[config.mk]
export PLATFORM = sky130hd
export DESIGN_NAME = instr_encoder_flat
export DESIGN_NICKNAME = d
export VERILOG_FILES = /design/src/rtl/instr_pkg.sv /design/src/rtl/instr_encoder_if.sv /design/src/rtl/instr_fifo.sv /design/src/rtl/instr_encoder.sv /design/src/flat_wrapper.sv
export SDC_FILE = /design/constraint.sdc
export NUM_CORES = 1
export LEC_CHECK = 0
export BUFFER_PORTS_ARGS = -buffer_cell sky130_fd_sc_hd__buf_4
export CORE_MARGIN = 1
export CORE_UTILIZATION = 45
export CTS_BUF_LIST = sky130_fd_sc_hd__clkbuf_16
export CTS_CLUSTER_DIAMETER = 100
export DETAILED_ROUTE_END_ITERATION = 16
export PLACE_DENSITY = 0.71
export RECOVER_POWER = 50
export SLEW_MARGIN = 25
export SYNTH_ARGS = -nofsm -noshare
export SYNTH_HDL_FRONTEND = slang
export SYNTH_HIERARCHICAL = 1
export SYNTH_SLANG_ARGS = --single-unit
[constraint.sdc]
create_clock -name clock -period 3.9 [get_ports clock]
set_input_delay 0.195 -clock clock [delete_from_list [all_inputs] [get_ports clock]]
set_output_delay 0.195 -clock clock [all_outputs]
set_load 0.01 [all_outputs]
[src/rtl/instr_pkg.sv]
// Shared ISA constants and encode helpers for the instruction encoder.
// The mnemonic list is the request code space; the opcodes and field positions define the ISA word.
package instr_pkg;

  localparam logic [4:0] MN_ADD  = 5'd0,  MN_SUB  = 5'd1,  MN_AND  = 5'd2,  MN_OR   = 5'd3;
  localparam logic [4:0] MN_SLL  = 5'd4,  MN_SRA  = 5'd5,  MN_MUL  = 5'd6,  MN_DIV  = 5'd7;
  localparam logic [4:0] MN_J    = 5'd8,  MN_BNE  = 5'd9,  MN_JAL  = 5'd10, MN_JR   = 5'd11;
  localparam logic [4:0] MN_ADDI = 5'd12, MN_BLT  = 5'd13, MN_SW   = 5'd14, MN_LW   = 5'd15;
  localparam logic [4:0] MN_SETX = 5'd16, MN_BEX  = 5'd17;

  localparam logic [4:0] OP_RTYPE = 5'b00000, OP_J    = 5'b00001, OP_BNE  = 5'b00010;
  localparam logic [4:0] OP_JAL   = 5'b00011, OP_JR   = 5'b00100, OP_ADDI = 5'b00101;
  localparam logic [4:0] OP_BLT   = 5'b00110, OP_SW   = 5'b00111, OP_LW   = 5'b01000;
  localparam logic [4:0] OP_SETX  = 5'b10101, OP_BEX  = 5'b10110;

  localparam logic [4:0] ALU_ADD = 5'd0, ALU_SUB = 5'd1, ALU_AND = 5'd2, ALU_OR  = 5'd3;
  localparam logic [4:0] ALU_SLL = 5'd4, ALU_SRA = 5'd5, ALU_MUL = 5'd6, ALU_DIV = 5'd7;

  localparam int OPCODE_LSB = 27;
  localparam int RD_LSB     = 22;
  localparam int RS_LSB     = 17;
  localparam int RT_LSB     = 12;
  localparam int SHAMT_LSB  = 7;
  localparam int ALUOP_LSB  = 2;
  localparam int IMM_W      = 17;

  typedef enum logic [1:0] {ST_IDLE = 2'd0, ST_RUN = 2'd1, ST_FLUSH = 2'd2, ST_DONE = 2'd3} state_t;
  typedef enum logic [1:0] {FMT_R, FMT_I, FMT_JR, FMT_JI} fmt_t;

  typedef struct packed {
    logic [4:0]  mnem;
    logic [4:0]  rd;
    logic [4:0]  rs;
    logic [4:0]  rt;
    logic [4:0]  shamt;
    logic [26:0] imm;
  } req_t;

  function automatic fmt_t fmt_of(input logic [4:0] mnem);
    case (mnem)
      MN_ADDI, MN_SW, MN_LW, MN_BNE, MN_BLT: return FMT_I;
      MN_JR:                                 return FMT_JR;
      MN_J, MN_JAL, MN_SETX, MN_BEX:         return FMT_JI;
      default:                               return FMT_R;
    endcase
  endfunction

  function automatic logic [4:0] opcode_of(input logic [4:0] mnem);
    case (mnem)
      MN_J:    return OP_J;
      MN_BNE:  return OP_BNE;
      MN_JAL:  return OP_JAL;
      MN_JR:   return OP_JR;
      MN_ADDI: return OP_ADDI;
      MN_BLT:  return OP_BLT;
      MN_SW:   return OP_SW;
      MN_LW:   return OP_LW;
      MN_SETX: return OP_SETX;
      MN_BEX:  return OP_BEX;
      default: return OP_RTYPE;
    endcase
  endfunction

  function automatic logic [4:0] aluop_of(input logic [4:0] mnem);
    case (mnem)
      MN_SUB:  return ALU_SUB;
      MN_AND:  return ALU_AND;
      MN_OR:   return ALU_OR;
      MN_SLL:  return ALU_SLL;
      MN_SRA:  return ALU_SRA;
      MN_MUL:  return ALU_MUL;
      MN_DIV:  return ALU_DIV;
      default: return ALU_ADD;
    endcase
  endfunction

  // A 17-bit immediate field can only hold values whose upper bits are pure sign extension.
  function automatic logic imm_fits(input logic [26:0] imm);
    return (imm[26:16] == '0) || (imm[26:16] == '1);
  endfunction

  function automatic logic is_legal(input req_t r);
    if (r.mnem > MN_BEX) return 1'b0;
    if (fmt_of(r.mnem) == FMT_I) return imm_fits(r.imm);
    return 1'b1;
  endfunction

  function automatic logic [31:0] encode(input req_t r);
    logic [31:0] w;
    w = 32'(opcode_of(r.mnem)) << OPCODE_LSB;
    case (fmt_of(r.mnem))
      FMT_R:  w = w | (32'(r.rd) << RD_LSB) | (32'(r.rs) << RS_LSB) | (32'(r.rt) << RT_LSB)
                    | (32'(r.shamt) << SHAMT_LSB) | (32'(aluop_of(r.mnem)) << ALUOP_LSB);
      FMT_I:  w = w | (32'(r.rd) << RD_LSB) | (32'(r.rs) << RS_LSB) | 32'(r.imm[IMM_W-1:0]);
      FMT_JR: w = w | (32'(r.rd) << RD_LSB);
      default: w = w | 32'(r.imm);
    endcase
    return w;
  endfunction

endpackage

[src/rtl/instr_encoder_if.sv]
// Request handshake plus imem write bus of the instruction encoder.
interface instr_encoder_if #(parameter int ADDR_W = 12);
  logic              in_valid;
  logic              in_ready;
  logic [4:0]        in_mnem;
  logic [4:0]        in_rd;
  logic [4:0]        in_rs;
  logic [4:0]        in_rt;
  logic [4:0]        in_shamt;
  logic [26:0]       in_imm;
  logic              imem_wren;
  logic [ADDR_W-1:0] imem_addr;
  logic [31:0]       imem_data;

  modport master (
    output in_valid, in_mnem, in_rd, in_rs, in_rt, in_shamt, in_imm,
    input  in_ready, imem_wren, imem_addr, imem_data
  );

  modport slave (
    input  in_valid, in_mnem, in_rd, in_rs, in_rt, in_shamt, in_imm,
    output in_ready, imem_wren, imem_addr, imem_data
  );
endinterface

[src/rtl/instr_fifo.sv]
// Synchronous FIFO between the encode stage and the imem writer; show-ahead read data.
module instr_fifo #(
  parameter int DEPTH = 4,
  parameter int WIDTH = 32
) (
  input  logic                     clock,
  input  logic                     reset,
  input  logic                     push,
  input  logic [WIDTH-1:0]         wdata,
  input  logic                     pop,
  output logic [WIDTH-1:0]         rdata,
  output logic                     full,
  output logic                     empty,
  output logic [$clog2(DEPTH):0]   count
);
  localparam int AW = $clog2(DEPTH);

  logic [WIDTH-1:0] mem [DEPTH];
  logic [AW-1:0]    wr_ptr, rd_ptr;
  logic             wr_en, rd_en;

  assign full  = (count == (AW+1)'(DEPTH));
  assign empty = (count == '0);
  assign rd_en = pop & ~empty;
  // A full FIFO still takes a push when the same cycle frees a slot.
  assign wr_en = push & (~full | rd_en);
  assign rdata = mem[rd_ptr];

  always_ff @(posedge clock) begin
    if (reset) begin
      wr_ptr <= '0;
      rd_ptr <= '0;
      count  <= '0;
    end else begin
      if (wr_en) wr_ptr <= wr_ptr + 1'b1;
      if (rd_en) rd_ptr <= rd_ptr + 1'b1;
      case ({wr_en, rd_en})
        2'b10:   count <= count + 1'b1;
        2'b01:   count <= count - 1'b1;
        default: count <= count;
      endcase
    end
  end

  always_ff @(posedge clock) begin
    if (wr_en) mem[wr_ptr] <= wdata;
  end

endmodule

[src/rtl/instr_encoder.sv]
// Encodes mnemonic requests into ISA words and streams them into imem at consecutive addresses.
module instr_encoder import instr_pkg::*; #(
  parameter int ADDR_W = 12,
  parameter int DEPTH  = 4
) (
  input  logic              clock,
  input  logic              reset,
  input  logic              start,
  input  logic              finish,
  input  logic [ADDR_W-1:0] base_addr,
  instr_encoder_if.slave    bus,
  output logic              done,
  output logic [ADDR_W:0]   words_written,
  output logic              err_illegal,
  output logic              err_wrap
);
  localparam logic [ADDR_W-1:0] ADDR_MAX = '1;

  state_t                state, state_nx;
  logic                  ready, pop, load;
  logic                  fifo_full, fifo_empty;
  logic [$clog2(DEPTH):0] fifo_count;
  logic [31:0]           fifo_rdata;

  req_t                  req_p0;
  logic [31:0]           word_p0;
  logic                  legal_p0, acc_p0, vld_p0;

  logic [ADDR_W-1:0]     addr_ptr;
  logic                  wren_p1;
  logic [ADDR_W-1:0]     addr_p1;
  logic [31:0]           data_p1;

  // Stage p0: encode the presented request
  assign req_p0   = {bus.in_mnem, bus.in_rd, bus.in_rs, bus.in_rt, bus.in_shamt, bus.in_imm};
  assign word_p0  = encode(req_p0);
  assign legal_p0 = is_legal(req_p0);
  assign acc_p0   = bus.in_valid & ready;
  assign vld_p0   = acc_p0 & legal_p0;

  instr_fifo #(.DEPTH(DEPTH), .WIDTH(32)) u_fifo (
    .clock (clock),
    .reset (reset),
    .push  (vld_p0),
    .wdata (word_p0),
    .pop   (pop),
    .rdata (fifo_rdata),
    .full  (fifo_full),
    .empty (fifo_empty),
    .count (fifo_count)
  );

  always_ff @(posedge clock) begin
    if (reset) state <= ST_IDLE;
    else       state <= state_nx;
  end

  always_comb begin
    state_nx = state;
    case (state)
      ST_IDLE, ST_DONE: if (start) state_nx = ST_RUN;
      ST_RUN:           if (finish) state_nx = ST_FLUSH;
      ST_FLUSH:         if (fifo_count == '0 && !wren_p1) state_nx = ST_DONE;
      default:          state_nx = ST_IDLE;
    endcase
  end

  always_comb begin
    ready = (state == ST_RUN) && !fifo_full;
    pop   = ((state == ST_RUN) || (state == ST_FLUSH)) && !fifo_empty;
    load  = ((state == ST_IDLE) || (state == ST_DONE)) && start;
    done  = (state == ST_DONE);
  end

  // Stage p1: registered imem write, one strobe per popped word
  always_ff @(posedge clock) begin
    if (reset) begin
      addr_ptr      <= '0;
      wren_p1       <= 1'b0;
      addr_p1       <= '0;
      data_p1       <= '0;
      words_written <= '0;
      err_illegal   <= 1'b0;
      err_wrap      <= 1'b0;
    end else begin
      wren_p1 <= pop;
      if (load) begin
        addr_ptr      <= base_addr;
        words_written <= '0;
        err_illegal   <= 1'b0;
        err_wrap      <= 1'b0;
      end else begin
        if (acc_p0 && !legal_p0) err_illegal <= 1'b1;
        if (pop) begin
          addr_p1       <= addr_ptr;
          data_p1       <= fifo_rdata;
          addr_ptr      <= addr_ptr + 1'b1;
          words_written <= words_written + 1'b1;
          if (addr_ptr == ADDR_MAX) err_wrap <= 1'b1;
        end
      end
    end
  end

  assign bus.in_ready  = ready;
  assign bus.imem_wren = wren_p1;
  assign bus.imem_addr = addr_p1;
  assign bus.imem_data = data_p1;

endmodule

[src/flat_wrapper.sv]
// flat-port wrapper written by rule: the top's interface ports become plain ports
module instr_encoder_flat import instr_pkg::*;
#(
  parameter int ADDR_W = 12,
  parameter int DEPTH  = 4
)
  (clock, reset, start, finish, base_addr, done, words_written, err_illegal, err_wrap, bus_in_valid, bus_in_mnem, bus_in_rd, bus_in_rs, bus_in_rt, bus_in_shamt, bus_in_imm, bus_in_ready, bus_imem_wren, bus_imem_addr, bus_imem_data);
  instr_encoder_if #(.ADDR_W(ADDR_W)) bus_i ();
  input  logic clock;
  input  logic reset;
  input  logic start;
  input  logic finish;
  input  logic [ADDR_W-1:0] base_addr;
  output logic done;
  output logic [ADDR_W:0] words_written;
  output logic err_illegal;
  output logic err_wrap;
  input wire logic [$bits(bus_i.in_valid)-1:0] bus_in_valid;
  input wire logic [$bits(bus_i.in_mnem)-1:0] bus_in_mnem;
  input wire logic [$bits(bus_i.in_rd)-1:0] bus_in_rd;
  input wire logic [$bits(bus_i.in_rs)-1:0] bus_in_rs;
  input wire logic [$bits(bus_i.in_rt)-1:0] bus_in_rt;
  input wire logic [$bits(bus_i.in_shamt)-1:0] bus_in_shamt;
  input wire logic [$bits(bus_i.in_imm)-1:0] bus_in_imm;
  output wire logic [$bits(bus_i.in_ready)-1:0] bus_in_ready;
  output wire logic [$bits(bus_i.imem_wren)-1:0] bus_imem_wren;
  output wire logic [$bits(bus_i.imem_addr)-1:0] bus_imem_addr;
  output wire logic [$bits(bus_i.imem_data)-1:0] bus_imem_data;
  assign bus_i.in_valid = bus_in_valid;
  assign bus_i.in_mnem = bus_in_mnem;
  assign bus_i.in_rd = bus_in_rd;
  assign bus_i.in_rs = bus_in_rs;
  assign bus_i.in_rt = bus_in_rt;
  assign bus_i.in_shamt = bus_in_shamt;
  assign bus_i.in_imm = bus_in_imm;
  assign bus_in_ready = bus_i.in_ready;
  assign bus_imem_wren = bus_i.imem_wren;
  assign bus_imem_addr = bus_i.imem_addr;
  assign bus_imem_data = bus_i.imem_data;
  instr_encoder #(.ADDR_W(ADDR_W), .DEPTH(DEPTH)) u_core (.clock(clock), .reset(reset), .start(start), .finish(finish), .base_addr(base_addr), .bus(bus_i), .done(done), .words_written(words_written), .err_illegal(err_illegal), .err_wrap(err_wrap));
endmodule
==> impl_results.md, run 1 <==
- Outcome: finished clean
- DRC errors left: 0
- Final hold violations: 0
- Cell depth of the worst flop-to-flop path: 7
- Area of the die: 0.0201 sq mm
- Global placement routability congestion: 0.883
- Number of global-route vias before repair: 5773
- Synthesized net count: 766
- Num CTS Buffers: 23
- Initial antenna violation count: 0
- CP delay by family, top: simple AND/OR/NAND/NOR gates
- Fin. max-slew vios: 0
- Hold path start: finish
- Worst hold path class: in -> reg
- Worst-skew pair later-pin latency: 0.51 ns
- Clock-pin slew on the worst setup and hold paths: 0.06 ns
- Tcrit/Tclk final: 79.0%
- # IOs: 131
- Setup Viol. Count Final: 0
- Commonest cells in the netlist: edfxtp_1 (128), nand2_1 (109), dfxtp_1 (83), a21oi_1 (61), nor2_1 (34)
- Post-Syn Instances: 681
- CP endpoint kind: register
- Cts repair resizes: 0
- Total of max-cap violations: 0
- Syn-to-layout area delta: 19.7%
- RSZ-0062 raised after global routing: false
- CTS tree: built
- Clock H-tree levels: 1
- Synth area leaders: edfxtp_1 (44%), dfxtp_1 (19%), mux4_2 (8.2%), nand2_1 (4.7%), a21oi_1 (3.5%)
- Max clock buf depth: 3
- Minimum clock period: 3.08 ns
- GRT Util Overall: 19.4%
- Worst path max stage delay: 0.87 ns
- Core area: 0.0190 sq mm
- Final Routed Wirelength: 19100 um
- Req. time, crit path: 4.13 ns
- Worst slew pin tran: 1.31 ns
- Total number of yosys warnings: 6
- Final Instance Area: 0.0105 sq mm
- First-pass GRT wire length: 30300 um
- Die width: 142 um
- Synth Flop Type: edfxtp_1
- Clock sinks: 211
- Via density: 5.36
- Crit path max fanout: 20
- Yosys reg bits: 211
- Cells after DPL: 1043
- Crit-path most repeated cell: clkbuf_1
- Final antenna-violating net count: 0
- Total grt overflow: 0
- Crit path DAT: 3.31 ns
- Hold Path Cell Cnt: 3
- Reg2reg end: u_core/addr_ptr[10]
- Layout Nets: 905
- Drt first pass iters: 5
- Maximum vdd drop: 0.000294 V
- Cell taking the most area after synthesis: edfxtp_1
- I/O Buffers: 130
- Mapped Area: 0.00879 sq mm
- Clk root buf: clkbuf_16
- Yosys cell types: 67
- Filler cell count: 1633
- Largest net degree at the start of global routing: 68
- WHS Endpoint: u_core/state[1]
- Initial DRC Count: 327
- Wire per inst: 17.4 um
- R2R setup slack: 0.86 ns
- Clk_skew: 0.0113 ns
- Worst Setup Start Kind: input port
- WS Path Type: in -> reg
- Starting Density: 46.4%
- Slowest-stage cell, CP: nor4b_1
- Final setup TNS: 0 ns
- Post-DP Area: 0.00996 sq mm
- Via total after detailed routing: 5875
- Async set-or-reset flop fraction in the synthesized netlist: 0%
- Buffers plus inverters on the worst setup path: 2
- Reg2Reg Launch Point: u_core/state[0]
- Area of the multi-input gates: 0.00300 sq mm
- PD cells: 466 mW/mm^2
- Achievable Freq: 0.325 GHz
- EDFF count, synth: 128
- Share of the synthesized area in the top cell type: 43.7%
- P_leak: 3.61 nW
- Reg area: 0.00551 sq mm
- Share of layout cells above drive strength 1: 18.2%
- Non-filler cells, final: 1097
- Crit-path cells: clkbuf_1, nor4b_1, a21o_1, clkbuf_1, nor2b_1, mux2_1
- Post-DP HPWL: 12000 um
- Rows: 50
- Ant. Diodes: 0
- Die Ht: 142 um
- Most common cell in the netlist: edfxtp_1
- Worst hold slack: 0.0357 ns
- Final Power: 4.90 mW
- Syn_area_per_cell: 12.9 sq um
- Slew HR: 12.3%
- Post-synthesis sequential area ratio: 62.6%
## how the worst max path moves through the flow
stage	startpoint	endpoint	cells past startpoint
6_report	bus_in_mnem[1]	u_core/u_fifo/mem[3][22]	6
5_1_grt	bus_in_mnem[1]	u_core/u_fifo/mem[3][22]	6
4_1_cts	u_core/u_fifo/count[0]	u_core/u_fifo/mem[0][1]	7
3_5_place_dp	u_core/u_fifo/count[0]	u_core/u_fifo/mem[0][1]	7
3_3_place_gp	u_core/u_fifo/count[0]	u_core/u_fifo/mem[0][1]	7
2_1_floorplan	bus_in_mnem[2]	u_core/u_fifo/mem[0][0]	8
## timing repair
| item | CTS | global route |
|---|---|---|
| hold endpoints to repair | 12 | 0 |
| buffers inserted | 0 | 0 |
| hold buffers | 12 | 0 |
## sequential cells by signal (all words and copies together), names as in the netlist, 2 cells and up, named ones only
| name | count |
|---|---|
| u_core/words_written | 13 |
| u_core/u_fifo/count | 3 |
| u_core/u_fifo/rd_ptr | 2 |
| u_core/u_fifo/wr_ptr | 2 |
| u_core/state | 2 |
| u_core/bus.imem_data | 32 |
| u_core/bus.imem_addr | 12 |
| u_core/addr_ptr | 12 |
| u_core/u_fifo/mem | 128 |
## worst register-to-register path: stages (launching register included)
cell and delay [ns]:
dfxtp_1 0.36, inv_1 0.07, ha_1 0.38, or2_2 0.34, clkbuf_2 0.72, nor4b_2 0.58
mux2_2 0.37, a21oi_1 0.13
## stage by stage
stage                     util [%]  setup WS, ns
after global routing          55.5         0.565
after global placement        52.5          1.14
after detailed placement      52.5          1.05
after floorplan                  -         0.861
after CTS                     56.9          1.04
final                         55.5         0.821
## cells by family after synthesis
group	share of synthesized area (%)
flops	62.6
buf+inv	3.09
mux	9.10
simple gates	12.1
xor+xnor	1.30
fa+ha+maj	2.36
compound gates	9.41
## where the power goes
| group | total [mW] | switching, mW | internal [mW] | leakage (nW) |
|---|---|---|---|---|
| Combinational | 0.424 | 0.242 | 0.182 | 1.40 |
| Clock | 1.99 | 0.850 | 1.14 | 0.371 |
| Sequential | 2.49 | 0.0496 | 2.44 | 1.83 |
| Total | 4.90 | 1.14 | 3.76 | 3.61 |
## placed cells by master, fill, tap and decap left out, types with 6 or more instances in the layout
| cell | instances |
|---|---|
| a31oi_1 | 6 |
| nand2_1 | 109 |
| mux4_2 | 32 |
| dfxtp_1 | 82 |
| nor2_1 | 34 |
| inv_1 | 23 |
| a21oi_1 | 61 |
| o21ai_0 | 11 |
| buf_4 | 77 |
| ha_1 | 15 |
| edfxtp_1 | 128 |
| clkbuf_16 | 23 |
| a22o_1 | 18 |
| nor3_1 | 6 |
| nand4_1 | 7 |
| xor2_1 | 11 |
| and3_1 | 10 |
| nand3_1 | 10 |
| clkbuf_1 | 63 |
| dlygate4sd3_1 | 12 |
## layer usage
metal  track usage (%)  share of wire [%]  routed length [um]  vias to the layer above
li1                  -                  -                   -                     2804
met1              25.2                 44                8380                     2834
met2              32.8                 47                9070                      218
met3              4.66                7.3                1400                       19
met4              4.64                1.4                 265                        0
met5                 0                  0                   0                        -
## area by class of cell
type | instances | area share (%)
flip-flops and latches | 211 | 52.3
multi-input cells | 416 | 28.5
repair buffers | 153 | 8.93
clock buffers | 23 | 5.47
well taps | 260 | 3.09
clock inverters | 19 | 1.14
inverters | 15 | 0.547
Note: power is estimated with default switching activity, not from simulation.
==> run 2, diff against run 1 <==
Settings changed: ABC_AREA set to 1.
Clock period 3.9 ns to 2.85 ns, I/O delays scaled along.
==> run 2 against run 1 <==
  * Cell count grew 25%
  * Combinational power grew to 2.9 times the previous value
  * Sequential power is 46% higher
  * Clock-buffer cell count fell by 2
  * Clock skew grew 0.0024 ns
  * Critical endpoint is now u_core/addr_ptr[7]
  * Largest cell class unchanged
==> impl_results.md, run 2 <==
- Outcome: finished clean (unchanged)
- R2R setup slack: 0.32 ns (was 0.86 ns)
- Hold buffer count at cts: 25 (was 12)
- Ant. Diodes: 0 (unchanged)
- Yosys cell types: 44 (was 67)
- Dpl ws: 0.235 ns (was 1.05 ns)
- WS Path Type: reg -> reg (was in -> reg)
- CTS tree: built (unchanged)
- Die width: 143 um (was 142 um)
- Clock-pin slew on the worst setup and hold paths: 0.06 ns (about the same)
- Largest register by flop count: u_core/u_fifo/mem (unchanged)
- Layout Nets: 1173 (was 905)
- Hold path start: base_addr[9] (was finish)
- Async set-or-reset flop fraction in the synthesized netlist: 0% (unchanged)
- WHS Endpoint: u_core/addr_ptr[9] (was u_core/state[1])
- Drt first pass iters: 5 (unchanged)
- Largest net degree at the start of global routing: 51 (was 68)
- Most frequent cells in the layout: nor2_1 (181), o21ai_0 (131), edfxtp_1 (128) (was edfxtp_1 (128), nand2_1 (109), dfxtp_1 (82))
- Worst-skew pair later-pin latency: 0.49 ns (was 0.51 ns)
- Synthesized net count: 1022 (was 766)
- GRT Util Overall: 20.9% (was 19.4%)
- Most common cell in the netlist: nor2_1 (was edfxtp_1)
- Clock sinks: 211 (unchanged)
- Worst slew pin tran: 1.07 ns (was 1.31 ns)
- Yosys reg bits: 211 (unchanged)
- Share of the synthesized area in the top cell type: 42.7% (was 43.7%)
- Syn_area_per_cell: 9.60 sq um (was 12.9 sq um)
- Hold Path Cell Cnt: 5 (was 3)
- Maximum vdd drop: 0.000412 V (was 0.000294 V)
- Commonest non-fill, non-tap cell in the layout: nor2_1 (was edfxtp_1)
- Total of max-cap violations: 0 (unchanged)
- Tcrit/Tclk final: 88.7%
- Total number of yosys warnings: 6 (unchanged)
- First-pass GRT wire length: 33600 um (was 30300 um)
- Reg2reg end: u_core/addr_ptr[7] (was u_core/addr_ptr[10])
- Post-Syn Instances: 937 (was 681)
- Commonest cells in the netlist: nor2_1 (184), edfxtp_1 (128), o21ai_0 (118), nand2_1 (112) (was edfxtp_1 (128), nand2_1 (109), dfxtp_1 (83), a21oi_1 (61), nor2_1 (34))
- Setup Viol. Count Final: 0 (unchanged)
- Worst Setup Start Kind: register (was input port)
- Final Routed Wirelength: 20700 um (was 19100 um)
- Total grt overflow: 0 (unchanged)
- Core area: 0.0195 sq mm (was 0.0190 sq mm)
- Global placement routability congestion: 0.864 (was 0.883)
- Reg2Reg Launch Point: u_core/state[0] (unchanged)
- Synth Flop Type: edfxtp_1 (unchanged)
- Final antenna-violating net count: 0 (unchanged)
- Synth area leaders: edfxtp_1 (43%), dfxtp_1 (18%), nor2_1 (7.7%), o21ai_0 (6.6%), nand2_1 (4.7%) (was edfxtp_1 (44%), dfxtp_1 (19%), mux4_2 (8.2%), nand2_1 (4.7%), a21oi_1 (3.5%))
- Clk root buf: clkbuf_16 (unchanged)
- Max clock buf depth: 3 (unchanged)
- Area of the die: 0.0205 sq mm (was 0.0201 sq mm)
- Cell taking the most area after synthesis: edfxtp_1 (unchanged)
- Met1 Use GR: 27.5% (was 25.2%)
- Via total after detailed routing: 6955 (was 5875)
- Number of global-route vias before repair: 6729 (was 5773)
- Mapped Area: 0.00899 sq mm (was 0.00879 sq mm)
- Die Ht: 143 um (was 142 um)
- Initial antenna violation count: 0 (unchanged)
- Share of layout cells above drive strength 1: 11.6% (was 18.2%)
- DRC errors left: 0 (unchanged)
- Starting Density: 46.0% (was 46.4%)
- P_leak: 4.21 nW (was 3.61 nW)
- Via density: 5.09 (was 5.36)
- RSZ-0062 raised after global routing: false (unchanged)
- Slew HR: 28.5% (was 12.3%)
- Post-CTS setup buffers: 0 (unchanged)
- Crit path max fanout: 50 (was 20)
- I/O Buffers: 130 (unchanged)
- EDFF count, synth: 128 (unchanged)
- Post-DP Area: 0.0103 sq mm (was 0.00996 sq mm)
- Met3 usage in global routing: 2.37% (was 4.66%)
- Worst setup margin: 0.323 ns (was 0.821 ns)
- Clock H-tree levels: 1 (unchanged)
- Final hold violations: 0 (unchanged)
- Cts repair resizes: 0 (unchanged)
- Rows: 51 (was 50)
- # IOs: 131 (unchanged)
- Achievable Freq: 0.396 GHz
- Grt peak-use layer: met2 (unchanged)
- Req. time, crit path: 3.23 ns (was 4.13 ns)
- Filler cell count: 1830 (was 1633)
- Worst hold path class: in -> reg (unchanged)
- PD cells: 676 mW/mm^2 (was 466 mW/mm^2)
- Post-synthesis sequential area ratio: 61.2% (was 62.6%)
- Syn-to-layout area delta: 20.7% (was 19.7%)
- Num CTS Buffers: 21 (was 23)
- Wire per inst: 15.2 um (was 17.4 um)
- Max reg flops: 128 (unchanged)
- Post-DP HPWL: 13100 um (was 12000 um)
- Cell depth of the worst flop-to-flop path: 8 (was 7)
- Minimum clock period: 2.53 ns
- M2 GR Usage: 36.1% (was 32.8%)
- Final Instance Area: 0.0109 sq mm (was 0.0105 sq mm)
- Initial DRC Count: 365 (was 327)
- CP endpoint kind: register (unchanged)
- Fin. max-slew vios: 0 (unchanged)
- Clk_skew: 0.0137 ns (was 0.0113 ns)
- Crit path DAT: 2.90 ns (was 3.31 ns)
[run 2: cells by family after synthesis]
family | Yosys count | synth area share, %
adder cells (fa/ha/maj) | 16 | 2.31
flip-flops | 211 | 61.2
buffers and inverters | 131 | 5.96
AND/OR/NAND/NOR | 348 | 15.9
XOR/XNOR | 6 | 0.584
AO/OA/AOI/OAI | 225 | 14.1
[run 2: cell type report]
type	count	area, sq um	share of cell area [%]
sequential	211	5510	50.7
multi-input combinational	595	2910	26.8
timing repair buffer	171	1150	10.6
clock buffer	21	526	4.84
tap	265	332	3.06
inverter	88	330	3.04
clock inverter	15	93.8	0.865
[run 2: where the power goes]
part | switching [mW] | internal, mW
Clock | 1.07 | 1.42
Sequential | 0.137 | 3.50
Combinational | 0.794 | 0.412
[run 2: critical path, stage by stage (launching register included)]
cell and delay [ns]:
dfxtp_1 0.38, inv_1 0.06, ha_1 0.35, nor2_4 0.19, buf_4 0.45, nor2_2 0.18, o22ai_1 0.17, a21oi_1 0.08
dlygate4sd3_1 0.55
[run 2: how the worst max path moves through the flow]
stage	start	to	slack [ns]
floorplan	u_core/state[0]	u_core/u_fifo/mem[0][0]	-0.44
global placement	bus_in_mnem[1]	u_core/u_fifo/count[2]	0.39
detailed placement	bus_in_mnem[1]	u_core/u_fifo/count[2]	0.24
CTS	u_core/state[0]	u_core/addr_ptr[7]	0.27
global route	u_core/state[0]	u_core/addr_ptr[7]	0.08
finish	u_core/state[0]	u_core/addr_ptr[7]	0.32
[run 2: stage by stage]
stage / utilization, % / power, mW / setup TNS (ns) / std cells / hold WS, ns
after floorplan: - / 4.44 / -55.99 / 937 / 0.205
after global placement: 52.7 / 4.96 / 0 / 1305 / 0.437
after detailed placement: 52.7 / 4.99 / 0 / 1305 / 0.437
after CTS: 57.2 / 7.53 / 0 / 1366 / 0.000693
after global routing: 55.6 / 7.71 / 0 / 1366 / 0.0440
final: 55.6 / 7.34 / 0 / 1366 / 0.0194
[run 2: metal layers]
layer / part of all wire (%) / up-vias / wire, um
met4: 1.9 / 0 / 402
li1: - / 3472 / -
met1: 44 / 3252 / 9200
met2: 48 / 203 / 9980
met3: 5.4 / 28 / 1120
met5: 0 / - / 0
==> run 3, diff against run 2 <==
Settings changed: CORE_UTILIZATION 45 to 50, GPL_TIMING_DRIVEN set to 0, PLACE_DENSITY 0.71 to 0.77.
==> run 3 against run 2 <==
  * Clock power rose by 5%
  * First-iteration DRC count rose by 63%
  * Critical path depth rose by 3
  * Die area fell by 9.9%
  * Global-route usage rose by 4.0 points
  * Non-clock buffer count rose by 38
  * Power rose by 2.5%
  * Register-to-register slack got worse by 0.03 ns
  * Hold slack got worse by 0.0089 ns
  * Via count rose by 5.1%
  * Critical path type unchanged
  * Largest cell class unchanged
==> impl_results.md, run 3 (synthesis results as in run 2) <==
- Outcome: finished clean (unchanged)
- Crit-path cells: inv_1, ha_1, nor2_4, buf_2, buf_6, nand3_2, fa_1, inv_1, nand4_1, a21oi_1, nor2_1 (was inv_1, ha_1, nor2_4, buf_4, nor2_2, o22ai_1, a21oi_1, dlygate4sd3_1)
- Total grt overflow: 0 (unchanged)
- Reg2reg end: u_core/u_fifo/count[2] (was u_core/addr_ptr[7])
- R2R setup slack: 0.29 ns (was 0.32 ns)
- PD cells: 679 mW/mm^2 (was 676 mW/mm^2)
- DRC errors left: 0 (unchanged)
- Syn-to-layout area delta: 23.3% (was 20.7%)
- Final antenna-violating net count: 0 (unchanged)
- I/O Buffers: 130 (unchanged)
- Fin. max-slew vios: 0 (unchanged)
- First-pass GRT wire length: 35400 um (was 33600 um)
- Clock sinks: 211 (unchanged)
- Area of the die: 0.0185 sq mm (was 0.0205 sq mm)
- # IOs: 131 (unchanged)
- Layout Nets: 1212 (was 1173)
- Final hold violations: 0 (unchanged)
- Die width: 136 um (was 143 um)
- Crit-path most repeated cell: inv_1
- Largest net degree at the start of global routing: 21 (was 51)
- Initial antenna violation count: 0 (unchanged)
- Worst slew pin tran: 0.623 ns (was 1.07 ns)
- Initial DRC Count: 596 (was 365)
- Share of layout cells above drive strength 1: 12.4% (was 11.6%)
- Via total after detailed routing: 7307 (was 6955)
- Worst path max stage delay: 0.41 ns (was 0.55 ns)
- Clock-pin slew on the worst setup and hold paths: 0.06 ns (about the same)
- Final setup TNS: 0 ns (unchanged)
- Commonest non-fill, non-tap cell in the layout: nor2_1 (unchanged)
- Ant. Diodes: 0 (unchanged)
- Final Routed Wirelength: 22800 um (was 20700 um)
- CP endpoint kind: register (unchanged)
- Starting Density: 51.6% (was 46.0%)
- Slowest-stage cell, CP: fa_1 (was dlygate4sd3_1)
- Worst hold path class: in -> reg (unchanged)
- Core area: 0.0174 sq mm (was 0.0195 sq mm)
- Req. time, crit path: 3.24 ns (was 3.23 ns)
- RSZ-0062 raised after global routing: false (unchanged)
- Minimum clock period: 2.56 ns (was 2.53 ns)
- Setup Viol. Count Final: 0 (unchanged)
- Achievable Freq: 0.391 GHz (was 0.396 GHz)
- Drt first pass iters: 5 (unchanged)
- Slew HR: 58.5% (was 28.5%)
- Die Ht: 136 um (was 143 um)
- CTS tree: built (unchanged)
- Most frequent cells in the layout: nor2_1 (182), o21ai_0 (130), edfxtp_1 (128) (was nor2_1 (181), o21ai_0 (131), edfxtp_1 (128))
- Crit path DAT: 2.95 ns (was 2.90 ns)
- Crit path max fanout: 15 (was 50)
- Largest register by flop count: u_core/u_fifo/mem (unchanged)
- Clk_skew: 0.0105 ns (was 0.0137 ns)
- CP startpoint: u_core/state[0] (unchanged)
- GRT Util Overall: 24.9% (was 20.9%)
- WS Path Type: reg -> reg (unchanged)
- Max clock buf depth: 3 (unchanged)
- P_leak: 4.34 nW (was 4.21 nW)
- Clk root buf: clkbuf_16 (unchanged)
- Tcrit/Tclk final: 89.7% (was 88.7%)
- Max reg flops: 128 (unchanged)
- Worst-skew pair later-pin latency: 0.51 ns (was 0.49 ns)
- Critical path destination: u_core/u_fifo/count[2] (was u_core/addr_ptr[7])
- Global placement routability congestion: 0.900 (was 0.864)
- Post-DP HPWL: 14900 um (was 13100 um)
- Hold Path Cell Cnt: 3 (was 5)
- Worst Setup Start Kind: register (unchanged)
- Cell depth of the worst flop-to-flop path: 11 (was 8)
- Fin util: 63.6% (was 55.6%)
- Via density: 5.34 (was 5.09)
- Clock H-tree levels: 1 (unchanged)
- Total of max-cap violations: 0 (unchanged)
- Num CTS Buffers: 22 (was 21)
- Wire per inst: 16.6 um (was 15.2 um)
- Number of global-route vias before repair: 7216 (was 6729)
- Maximum vdd drop: 0.000427 V (was 0.000412 V)
- Rows: 48 (was 51)
- Reg2Reg Launch Point: u_core/state[0] (unchanged)
## run 3: changes by cell type in the layout (fill, tap and decap cells not counted), sizes merged
cell         change
buf             +12
clkbuf          +26
clkinv           +6
clkinvlp         -1
dlygate4sd3      +1
inv              -2
## run 3: layout make-up
| cell class | count | area [sq um] |
|---|---|---|
| fill | 1491 | 6330 |
| sequential | 211 | 5510 |
| multi-input combinational | 595 | 2920 |
| timing repair buffer | 166 | 1190 |
| clock buffer | 22 | 551 |
| inverter | 88 | 330 |
| tap | 225 | 282 |
| buffer | 43 | 195 |
| clock inverter | 18 | 114 |
## run 3: through the flow
stage | hold slack [ns] | power (mW) | area, sq um | instances | setup WS (ns)
4_1_cts | 0.000125 | 7.67 | 11400 | 1368 | 0.0967
2_1_floorplan | 0.205 | 4.44 | 8990 | 937 | -0.437
3_3_place_gp | 0.327 | 4.97 | 10200 | 1292 | -1.84
3_5_place_dp | 0.328 | 5.03 | 10400 | 1296 | -0.134
6_report | 0.0105 | 7.52 | 11100 | 1368 | 0.294
5_1_grt | 0.0216 | 7.85 | 11100 | 1368 | 0.0701
## run 3: worst min path at each step
stage | start | endpoint | slack, ns
floorplan | reset | u_core/u_fifo/count[0] | 0.20
global placement | reset | u_core/u_fifo/count[0] | 0.33
detailed placement | reset | u_core/u_fifo/count[0] | 0.33
CTS | bus_in_rd[4] | u_core/u_fifo/mem[1][26] | 0.0001
global route | bus_in_imm[3] | u_core/u_fifo/mem[3][3] | 0.02
finish | bus_in_imm[3] | u_core/u_fifo/mem[3][3] | 0.01
## run 3: report_power, final
part	switching (mW)	internal, mW
registers	0.145	3.50
logic	0.830	0.432
clock network	1.12	1.49
total	2.10	5.43
## run 3: repair_timing
item / 4_1_cts / 5_1_grt
endpoints found under the hold margin: 63 / 0
resized for setup: 0 / 3
gates cloned: 0 / 0
pin swaps: 4 / 0
hold buffers: 26 / 0
endpoints found under the setup margin: 69 / 2
buffers inserted: 6 / 0
## run 3: per-layer routing
layer,track usage (%),vias up,part of all wire (%)
met5,0,-,0
met4,9.63,0,2.5
met3,3.80,42,8.0
met2,44.6,318,49
met1,29.8,3389,40
li1,-,3558,-
## run 3: critical path: cells and delay by family (launching register included)
family,cells,cell delay (ns)
AO/OA/AOI/OAI,1,0.15
adder cells (fa/ha/maj),2,0.76
buffers and inverters,4,0.62
flip-flops,1,0.40
AND/OR/NAND/NOR,4,0.52
